--- src/rtl/m2w_pkg.sv ---
// Shared codes, state encodings and width helpers for the mem_if-to-Wishbone pipelined bridge.
package m2w_pkg;

    localparam logic [2:0] REQ_READ   = 3'd0;
    localparam logic [2:0] REQ_WRITE  = 3'd1;

    localparam logic [2:0] RSP_RD_ACK = 3'd0;
    localparam logic [2:0] RSP_WR_ACK = 3'd1;
    localparam logic [2:0] RSP_ERR    = 3'd2;

    typedef enum logic {
        ST_IDLE = 1'b0,
        ST_BUS  = 1'b1
    } state_t;

    // Data word returned when a Wishbone cycle is abandoned by the watchdog.
    localparam logic [31:0] TMO_DATA = 32'hDEAD_0000;

    function automatic int req_w(input int addr_w, input int data_w, input int tid_w);
        return 3 + tid_w + addr_w + data_w / 8 + data_w;
    endfunction

    function automatic int rsp_w(input int data_w, input int tid_w);
        return 3 + tid_w + data_w;
    endfunction

endpackage

--- src/rtl/m2w_sync_fifo.sv ---
// Single-clock FIFO with combinational head read; pointers carry an extra wrap bit
// so full and empty are distinguishable.
module m2w_sync_fifo #(
    parameter int WIDTH = 8,
    parameter int DEPTH = 4
) (
    input  logic                     clk,
    input  logic                     rst_n,
    input  logic                     push,
    input  logic [WIDTH-1:0]         wdata,
    input  logic                     pop,
    output logic [WIDTH-1:0]         rdata,
    output logic                     full,
    output logic                     empty,
    output logic [$clog2(DEPTH):0]   count
);

    localparam int AW = $clog2(DEPTH);

    logic [WIDTH-1:0] mem [DEPTH];
    logic [AW:0]      wr_ptr;
    logic [AW:0]      rd_ptr;
    logic             do_push;
    logic             do_pop;

    assign count   = wr_ptr - rd_ptr;
    assign full    = (count == (AW+1)'(DEPTH));
    assign empty   = (wr_ptr == rd_ptr);
    assign do_pop  = pop && !empty;
    // A full FIFO still takes a push when the head leaves in the same cycle.
    assign do_push = push && (!full || do_pop);
    assign rdata   = mem[rd_ptr[AW-1:0]];

    always_ff @(posedge clk) begin
        if (do_push) mem[wr_ptr[AW-1:0]] <= wdata;
    end

    always_ff @(posedge clk or negedge rst_n) begin
        if (!rst_n) begin
            wr_ptr <= '0;
            rd_ptr <= '0;
        end else begin
            if (do_push) wr_ptr <= wr_ptr + 1'b1;
            if (do_pop)  rd_ptr <= rd_ptr + 1'b1;
        end
    end

endmodule

--- src/rtl/m2w_bridge_pipe.sv ---
// Queued mem_if-to-Wishbone classic bridge: request FIFO -> one-cycle-in-flight FSM -> response FIFO.
// Optional bus watchdog enabled by defining M2W_TIMEOUT_EN.
module m2w_bridge_pipe
    import m2w_pkg::*;
#(
    parameter int ADDR_W      = 32,
    parameter int DATA_W      = 32,
    parameter int TID_W       = 16,
    parameter int REQ_DEPTH   = 4,
    parameter int RESP_DEPTH  = 4,
    parameter int TIMEOUT_CYC = 255
) (
    input  logic                                   clk_i,
    input  logic                                   rstn_i,
    input  logic                                   mem_if_req_valid,
    output logic                                   mem_if_req_ready,
    input  logic [req_w(ADDR_W, DATA_W, TID_W)-1:0] mem_if_req,
    output logic                                   mem_if_resp_valid,
    input  logic                                   mem_if_resp_ready,
    output logic [rsp_w(DATA_W, TID_W)-1:0]        mem_if_resp,
    output logic                                   wb_cyc_o,
    output logic                                   wb_stb_o,
    output logic                                   wb_we_o,
    output logic [ADDR_W-1:0]                      wb_addr_o,
    output logic [DATA_W-1:0]                      wb_data_o,
    output logic [DATA_W/8-1:0]                    wb_sel_o,
    input  logic                                   wb_ack_i,
    input  logic                                   wb_err_i,
    input  logic [DATA_W-1:0]                      wb_data_i
);

    localparam int REQ_W = req_w(ADDR_W, DATA_W, TID_W);
    localparam int RSP_W = rsp_w(DATA_W, TID_W);
    localparam int SEL_W = DATA_W / 8;
    localparam int M_LSB = DATA_W;
    localparam int A_LSB = M_LSB + SEL_W;
    localparam int T_LSB = A_LSB + ADDR_W;

    state_t state_q, state_d;

    logic [REQ_W-1:0]              req_head;
    logic                          req_full, req_empty, req_pop, req_push;
    logic [$clog2(REQ_DEPTH):0]    req_count;
    logic [RSP_W-1:0]              rsp_din, rsp_head;
    logic                          rsp_full, rsp_empty, rsp_push;
    logic [$clog2(RESP_DEPTH):0]   rsp_count;

    logic [2:0]        head_type;
    logic [TID_W-1:0]  head_tid;
    logic              head_legal;
    logic              inflight, slot_free, tmo, bus_done, run;
    logic [2:0]        rsp_type;
    logic [DATA_W-1:0] rsp_data;

    logic              we_q;
    logic [ADDR_W-1:0] addr_q;
    logic [DATA_W-1:0] data_q;
    logic [SEL_W-1:0]  sel_q;
    logic [TID_W-1:0]  tid_q;

    logic unused_levels;
    assign unused_levels = ^{req_count, rsp_full};

    assign mem_if_req_ready = run && !req_full;
    assign req_push         = mem_if_req_valid && mem_if_req_ready;

    m2w_sync_fifo #(.WIDTH(REQ_W), .DEPTH(REQ_DEPTH)) u_req_fifo (
        .clk   (clk_i),
        .rst_n (rstn_i),
        .push  (req_push),
        .wdata (mem_if_req),
        .pop   (req_pop),
        .rdata (req_head),
        .full  (req_full),
        .empty (req_empty),
        .count (req_count)
    );

    m2w_sync_fifo #(.WIDTH(RSP_W), .DEPTH(RESP_DEPTH)) u_rsp_fifo (
        .clk   (clk_i),
        .rst_n (rstn_i),
        .push  (rsp_push),
        .wdata (rsp_din),
        .pop   (mem_if_resp_ready),
        .rdata (rsp_head),
        .full  (rsp_full),
        .empty (rsp_empty),
        .count (rsp_count)
    );

    assign mem_if_resp_valid = !rsp_empty;
    // Storage is not reset, so mask the head while empty to keep the port at 0.
    assign mem_if_resp       = rsp_empty ? '0 : rsp_head;

    assign head_type  = req_head[REQ_W-1 -: 3];
    assign head_tid   = req_head[T_LSB +: TID_W];
    assign head_legal = (head_type == REQ_READ) || (head_type == REQ_WRITE);

    // A slot is reserved for the cycle on the bus so its response can never be refused.
    assign inflight  = (state_q == ST_BUS);
    assign slot_free = (int'(rsp_count) + int'(inflight)) < RESP_DEPTH;
    assign bus_done  = (state_q == ST_BUS) && (wb_ack_i || wb_err_i || tmo);

`ifdef M2W_TIMEOUT_EN
    localparam int TW = $clog2(TIMEOUT_CYC + 1);
    logic [TW-1:0] tmo_cnt;

    always_ff @(posedge clk_i or negedge rstn_i) begin
        if (!rstn_i)                 tmo_cnt <= '0;
        else if (state_q == ST_IDLE) tmo_cnt <= '0;
        else                         tmo_cnt <= tmo_cnt + 1'b1;
    end

    assign tmo = (state_q == ST_BUS) && (tmo_cnt == TW'(TIMEOUT_CYC - 1));
`else
    localparam int unused_timeout_cyc = TIMEOUT_CYC;
    assign tmo = 1'b0;
`endif

    always_ff @(posedge clk_i or negedge rstn_i) begin
        if (!rstn_i) state_q <= ST_IDLE;
        else         state_q <= state_d;
    end

    always_comb begin
        state_d = state_q;
        case (state_q)
            ST_IDLE: if (!req_empty && slot_free && head_legal) state_d = ST_BUS;
            ST_BUS:  if (wb_ack_i || wb_err_i || tmo)           state_d = ST_IDLE;
            default: state_d = ST_IDLE;
        endcase
    end

    always_comb begin
        req_pop  = 1'b0;
        rsp_push = 1'b0;
        rsp_type = RSP_ERR;
        rsp_data = '0;
        case (state_q)
            ST_IDLE: begin
                // Illegal codes are answered straight from the queue head.
                req_pop  = !req_empty && slot_free;
                rsp_push = req_pop && !head_legal;
            end
            ST_BUS: begin
                rsp_push = bus_done;
                if (wb_err_i) begin
                    rsp_type = RSP_ERR;
                end else if (wb_ack_i) begin
                    rsp_type = we_q ? RSP_WR_ACK : RSP_RD_ACK;
                    rsp_data = we_q ? '0 : wb_data_i;
                end else begin
                    rsp_data = DATA_W'(TMO_DATA);
                end
            end
            default: ;
        endcase
    end

    assign rsp_din = {rsp_type, (state_q == ST_BUS) ? tid_q : head_tid, rsp_data};

    always_ff @(posedge clk_i or negedge rstn_i) begin
        if (!rstn_i) begin
            we_q   <= 1'b0;
            addr_q <= '0;
            data_q <= '0;
            sel_q  <= '0;
            tid_q  <= '0;
        end else if (state_q == ST_IDLE && state_d == ST_BUS) begin
            we_q   <= (head_type == REQ_WRITE);
            addr_q <= req_head[A_LSB +: ADDR_W];
            data_q <= req_head[DATA_W-1:0];
            sel_q  <= req_head[M_LSB +: SEL_W];
            tid_q  <= head_tid;
        end else if (bus_done) begin
            we_q   <= 1'b0;
        end
    end

    always_ff @(posedge clk_i or negedge rstn_i) begin
        if (!rstn_i) run <= 1'b0;
        else         run <= 1'b1;
    end

    assign wb_cyc_o  = (state_q == ST_BUS);
    assign wb_stb_o  = (state_q == ST_BUS);
    assign wb_we_o   = we_q;
    assign wb_addr_o = addr_q;
    assign wb_data_o = data_q;
    assign wb_sel_o  = sel_q;

endmodule

--- config.mk ---
export PLATFORM = sky130hd
export DESIGN_NAME = m2w_bridge_pipe
export DESIGN_NICKNAME = d
export VERILOG_FILES = /design/src/rtl/m2w_pkg.sv /design/src/rtl/m2w_sync_fifo.sv /design/src/rtl/m2w_bridge_pipe.sv
export SDC_FILE = /design/constraint.sdc
export NUM_CORES = 1
export LEC_CHECK = 0
export CORE_UTILIZATION = 40
export DETAILED_ROUTE_END_ITERATION = 10
export SYNTH_ARGS = -nofsm -noshare
export SYNTH_HDL_FRONTEND = slang
export SYNTH_SLANG_ARGS = --single-unit
--- constraint.sdc ---
create_clock -name clk_i -period 9.8 [get_ports clk_i]
set_input_delay 0.98 -clock clk_i [delete_from_list [all_inputs] [get_ports clk_i]]
set_output_delay 0.98 -clock clk_i [all_outputs]
set_load 0.01 [all_outputs]
After elaboration in Yosys (flattened, before gate mapping):

Memory sizes are Yosys's and may differ from the RTL's.
Index checks and enable logic that the tools add are counted.

* logic and storage cells: 70
* memories: 2
* output and inout port bits: 124
* memory bits (writable): 548
* bits of input ports: 125
* register bits after elaboration: 99

Memory list
* u_req_fifo.mem: words 4, width 87, read ports 1, clocked after memory_dff 0, wr ports 1, line m2w_sync_fifo.sv:20 `logic [WIDTH-1:0] mem [DEPTH];`
* u_rsp_fifo.mem: words 4, width 50, read ports 1, clocked after memory_dff 0, wr ports 1, line m2w_sync_fifo.sv:20

* bitwise operators: 1
* $lt $le $gt $ge: 1
* equality and inequality tests: 5
* reduce and logical (&&, ||, !) cells: 22
* mux-type cells: 21
* $add $sub $neg: 7

Operators with widths (count)
* 32-bit two-way mux: 4
* 51-bit two-way mux: 1
* 16-bit two-way mux: 1
* 3-bit by 1-bit adder with 3-bit output, second input constant: 4
* 1-bit logical AND: 11
* 1-bit two-way mux: 10
* 3-bit == test: 2
* 3-bit == test, second input constant: 2
* 2-bit two-way mux: 3
* 3-bit subtractor: 2
* 1-bit zero test: 5
* 3-bit by 1-bit adder with 4-bit output: 1
* 1-bit logical OR: 4
* 4-bit by 3-bit less-than comparator with 1-bit output, second input constant: 1
* 1-bit case mux with 2 select lines: 2
* 3-bit by 1-bit == test with 1-bit output, second input constant: 1
* 3-bit zero test: 1
* 2-bit nonzero test: 1
* 1-bit inverter: 1

Logic depth before layout (Yosys ltp):

* word-level depth: 10
* mapped depth: 13
* depth with buffers taken out: 8

By module:

From an unflattened synthesis, not the netlist that was laid out.

* cell total of the unflattened synthesis: 1125
* area total of the unflattened synthesis: 25059.0 um^2

By module, submodules not included
* m2w_sync_fifo (u_req_fifo): area each 12982.5 um^2, seq. area each 10600.2 um^2, instances 1, cells an instance 495
* m2w_sync_fifo (u_rsp_fifo): area each 7803.7 um^2, seq. area each 6276.0 um^2, instances 1, cells an instance 307
* m2w_bridge_pipe: area each 4272.8 um^2, seq. area each 2177.1 um^2, instances 1, cells an instance 323

Least setup slack after synthesis:

Ideal clock, no wire load.

* kind: register to register
* start: reg u_req_fifo.rd_ptr[1]
* end: mem u_req_fifo.mem[3][0] in the netlist's numbering (enable)
* cell stages (with the launch flop): 10
* buffers on the path: 3
* library setup time: 0.457 ns
* required time: 9.343 ns
* setup slack: 5.348 ns
* data arrival time: 3.995 ns
* clock period less this slack: 4.452 ns
* cell sequence: dfrtp_1 > buf_6 > clkbuf_1 > buf_1 > inv_1 > ha_1 > nor2b_1 > xnor2_1 > o21a_1 > and3_1

* elaborated cells between the ends (all ways): 14
* those cells by class: add/sub (1); eq/ne (2); mux (3); reduce/logical (8)

RTL lines
* from (decl): line m2w_sync_fifo.sv:22 `logic [AW:0] rd_ptr;`
* from (signal assigned): line m2w_sync_fifo.sv:44 `if (do_pop) rd_ptr <= rd_ptr + 1'b1;`
* 3-bit subtractor: line m2w_sync_fifo.sv:26 `assign count = wr_ptr - rd_ptr;`
* 3-bit == test: line m2w_sync_fifo.sv:27 `assign full = (count == (AW+1)'(DEPTH));`
* 1-bit zero test: line m2w_bridge_pipe.sv:64 `assign mem_if_req_ready = run && !req_full;`
* 1-bit logical AND: line m2w_bridge_pipe.sv:64
* named net mem_if_req_ready: line m2w_bridge_pipe.sv:16 `output logic mem_if_req_ready,`
* 1-bit logical AND: line m2w_bridge_pipe.sv:65 `assign req_push = mem_if_req_valid && mem_if_req_ready;`
* 1-bit logical AND: line m2w_sync_fifo.sv:31 `assign do_push = push && (!full || do_pop);`
* 1-bit two-way mux: line m2w_sync_fifo.sv:35 `if (do_push) mem[wr_ptr[AW-1:0]] <= wdata;`
* 1-bit two-way mux (not written as such): line m2w_sync_fifo.sv:35
* to (decl): line m2w_sync_fifo.sv:20

The timed path passes the listed nets, and every way through them passes these cells.

Worst setup path in the final report:

* start: reg u_rsp_fifo.rd_ptr[0]
* end: out mem_if_resp[27]

* longest elaborated chain between the ends: 2
* elaborated cells between the ends (all ways): 3
* those cells by class: eq/ne (1); mux (1); memory (1)

RTL lines
* from (decl): line m2w_sync_fifo.sv:22
* from (signal assigned): line m2w_sync_fifo.sv:44
* memory 4 x 50 bit / 3-bit == test (equally long branches)
* 51-bit two-way mux (*): line m2w_bridge_pipe.sv:93 `assign mem_if_resp = rsp_empty ? '0 : rsp_head;`
* to (decl): line m2w_bridge_pipe.sv:20 `output logic [rsp_w(DATA_W, TID_W)-1:0] mem_if_resp,`

Every way passes the cells marked *; elsewhere a longest branch is shown, timed or not.

==> metrics.md <==
| Metric | Value |
|---|---|
| GRT Overall Usage | 16.1% |
| Startpoint types | flop |
| CTS Hold Buffers Added | 0 |
| Synth top area share | 66.7% |
| # fillers | 4889 |
| Slew of the pin with the lowest slew margin | 0.987 ns |
| TritonCTS clock tree | done |
| Peak VDD IR | between 0.2 and 0.25 mV |
| Slew HR | between 30% and 40% |
| Crit path max fanout | 53 |
| Synth Register Bits | 647 |
| Yosys Warn Count | 0 |
| # diodes | 0 |
| Ports | 249 |
| Hold Worst Slack | around 0.47 ns |
| Final HPWL DP | 29500 um |
| Adder-Cell Fraction of Synth Area | less than 1% |
| Critical Path End | mem_if_resp[27] |
| Die W | 250 um |
| RePlAce Congestion | 0.701 |
| Post-route cell area | a little over 30000 sq um |
| MaxCap Viol Count | 0 |
| Setup Fix Bufs, Post-CTS | 0 |
| 1st-iter DRT viols | 665 |
| Worst-case reg-to-reg path depth | 6 |
| CTS buffer count | 71 |
| Via count | 11500 |
| DRC | 0 |
| Reg2reg end | u_req_fifo.mem[3][14] |
| Antenna violations before repair | 10 |
| Wire per inst | 22.0 um |
| XOR/XNOR Fraction of Synth Area | less than 1% |
| Layout cells sized above 1 | 24.0% |
| Via density | 5.09 |
| Row count | 90 |
| Clock H-tree levels | 3 |
| Synth Net Count | 1284 |
| Final hold violation count | 0 |
| Synth top area cells | edfxtp_1 (67%), mux4_2 (12%), dfrtp_1 (10%) |
| Outcome | finished clean |
| Final setup TNS | 0 ns |
| Power Dens Cells | about 340 nW/um^2 |
| Area of the mapped netlist | 24700 sq um |
| Die area | approximately 63000 sq um |
| IO buf count | 247 |
| Avg Cell Area, Syn | about 22 sq um |
| Dominant cell type by area after synthesis | edfxtp_1 |
| Combinational family with the most area after synthesis | multiplexers |
| Vias in the first global route | 12200 |
| Number of detailed-route iterations in the first pass | 5 |
| Tcrit/Tclk final | 43.6% |
| Synth Area in Compound Gates | 0.446% |
| CP Capture Type | output pin |
| Fmax achieved | 0.234 GHz |
| # setup viols final | 0 |
| Max Root-Sink Buffers | 3 |
| Die H | 250 um |
| DP Area | between 20000 and 30000 sq um |
| Post-CTS sizing | 0 |
| Worst endpoint required time | 8.82 ns |
| Post-Route WL | 49700 um |
| Synth Instances | approximately 1100 |
| Initial Utilization | slightly above 40% |
| Total Power | 0.0103 W |
| Worst Path Arrival | 3.29 ns |
| Nets | 1562 |
| Leak | approximately 10 nW |
| Core area | 60700 sq um |
| Crit Path Class | reg -> out |
| Multiplexer share of the synthesized area | 16.8% |
| Clk pin slew, worst setup/hold paths | 0.06 ns |
| Post-layout min period | ~4.3 ns |
| Worst-Skew Late Latency | 0.60 ns |
| Yosys cell types | 32 |
| Synth Area in Simple Gates | 3.47% |
| Clock Root Buffer | clkbuf_16 |
| Clk_skew | 0.0239 ns |
| Antenna viol nets, final | 0 |
| Global-route wire length before repair | 75800 um |
| Reg2reg start | u_req_fifo.rd_ptr[0] |
| R2R setup slack | 6.18 ns |
| Critical path startpoint | u_rsp_fifo.rd_ptr[0] |
| Largest net degree at the start of global routing | 57 |
| RSZ-0062 raised after global routing | false |
| Grt total ovfl | 0 |
| Slew Limit Fails | 0 |
| Sink Count | roughly 650 |
| Register area share after synthesis | 76.7% |
| Worst min-delay path category | in -> async |
| Layout area overhead | 22.7% |
==> cells in the final DEF, fill, tap and decap left out, drive strengths merged <==
| cell type | count |
|---|---|
| bufinv | 4 |
| fa | 1 |
| xnor3 | 1 |
| xor2 | 4 |
| ha | 14 |
| o211ai | 2 |
| buf | 16 |
| xnor2 | 7 |
| nor2b | 2 |
| nand2 | 54 |
| nand2b | 12 |
| o21a | 1 |
| clkinvlp | 2 |
| edfxtp | 548 |
| clkbuf | 103 |
| mux2 | 87 |
| mux4 | 136 |
| o21ai | 4 |
| conb | 2 |
| clkdlybuf4s50 | 246 |
| o21bai | 1 |
| nor2 | 8 |
| and3 | 10 |
| dfrtp | 99 |
| a21oi | 11 |
| clkinv | 19 |
| inv | 12 |
| and2 | 72 |
| nand3 | 3 |
==> layer usage <==
| layer | vias to the layer above | wire, um | GRT usage [%] | part of all wire [%] |
|---|---|---|---|---|
| li1 | 5116 | - | - | - |
| met3 | 101 | 3110 | 4.74 | 6.3 |
| met2 | 295 | 24100 | 25.8 | 48 |
| met1 | 5981 | 21400 | 21.4 | 43 |
| met5 | - | 128 | 0 | 0.26 |
| met4 | 20 | 1000 | 4.38 | 2.0 |
==> worst max-delay path, cell delays in order, from the launching register on <==
cell and delay (ns):
dfrtp_4 0.65, ha_1 0.40, nand3_2 0.70, and2_1 0.45
clkdlybuf4s50_1 0.49
==> report_power, final <==
group	switching [W]	internal, W
Clock	0.00105	0.00154
Sequential	0.000388	0.00387
Combinational	0.00154	0.00190
Total	0.00298	0.00731
==> kinds of logic after synthesis <==
family / count (synthesis)
AOI/OAI and AO/OA: 19
xor gates and xnor gates: 12
adders and majority gates: 15
buffers and inverters: 65
DFF: 647
muxes: 223
other: 2
and+or+nand+nor: 161
==> how the worst min path moves through the flow <==
stage | end | cells after the start | slack (ns) | startpoint
after CTS | wb_addr_o[19] | 1 | 0.47 | rstn_i
final | wb_data_o[12] | 1 | 0.47 | rstn_i
after global placement | u_req_fifo.rd_ptr[2] | 1 | 0.48 | u_req_fifo.rd_ptr[2]
after global routing | wb_data_o[1] | 1 | 0.50 | rstn_i
after floorplan | u_req_fifo.rd_ptr[2] | 1 | 0.46 | u_req_fifo.rd_ptr[2]
after detailed placement | u_req_fifo.rd_ptr[2] | 1 | 0.48 | u_req_fifo.rd_ptr[2]
==> through the flow <==
stage	worst slack [ns]	util (%)	std cells
2_1_floorplan	5.35	-	1144
3_3_place_gp	5.97	46.1	2131
3_5_place_dp	5.98	46.1	2131
4_1_cts	5.33	49.9	2263
5_1_grt	5.23	49.9	2263
6_report	5.53	49.9	2263
==> cell usage after synthesis <==
master    count
mux2_2       60
clkinv_1      1
buf_2        18
fa_1          1
inv_1         7
mux4_2      136
nor2b_4       1
and2_1       72
nor2b_1       1
o211ai_1      1
dfrtp_1      99
edfxtp_1    548
nand2_1      54
clkbuf_1     30
o211ai_2      1
xnor3_1       1
buf_1         1
nand3_1       3
mux2_4       27
o21a_1        1
and3_1       10
xor2_1        4
xnor2_1       7
o21ai_0       4
nor2_1        8
nand2b_1     12
buf_4         2
conb_1        2
ha_1         14
a21oi_1      11
o21bai_1      1
buf_6         6
==> final cells by class <==
type                       count  area (sq um)  area share (%)
sequential                   647         18900            62.5
inverter                       8          30.0          0.0991
multi-input combinational    432          5460            18.0
clock inverter                29           293           0.967
clock buffer                 103          2000            6.60
timing repair buffer         262          2580            8.53
tap                          782           978            3.23
==> registers in the layout, summed over array words and instances (netlist names) <==
| signal | count |
|---|---|
| u_req_fifo.mem | 348 |
| u_rsp_fifo.mem | 200 |
| wb_addr_o | 32 |
| wb_data_o | 32 |
| tid_q | 16 |
| wb_sel_o | 4 |
| u_req_fifo.rd_ptr | 3 |
| u_req_fifo.wr_ptr | 3 |
| u_rsp_fifo.rd_ptr | 3 |
| u_rsp_fifo.wr_ptr | 3 |
| run | 1 |
| wb_cyc_o | 1 |
| wb_we_o | 1 |
No activity file was read; power rests on OpenSTA's default activity.
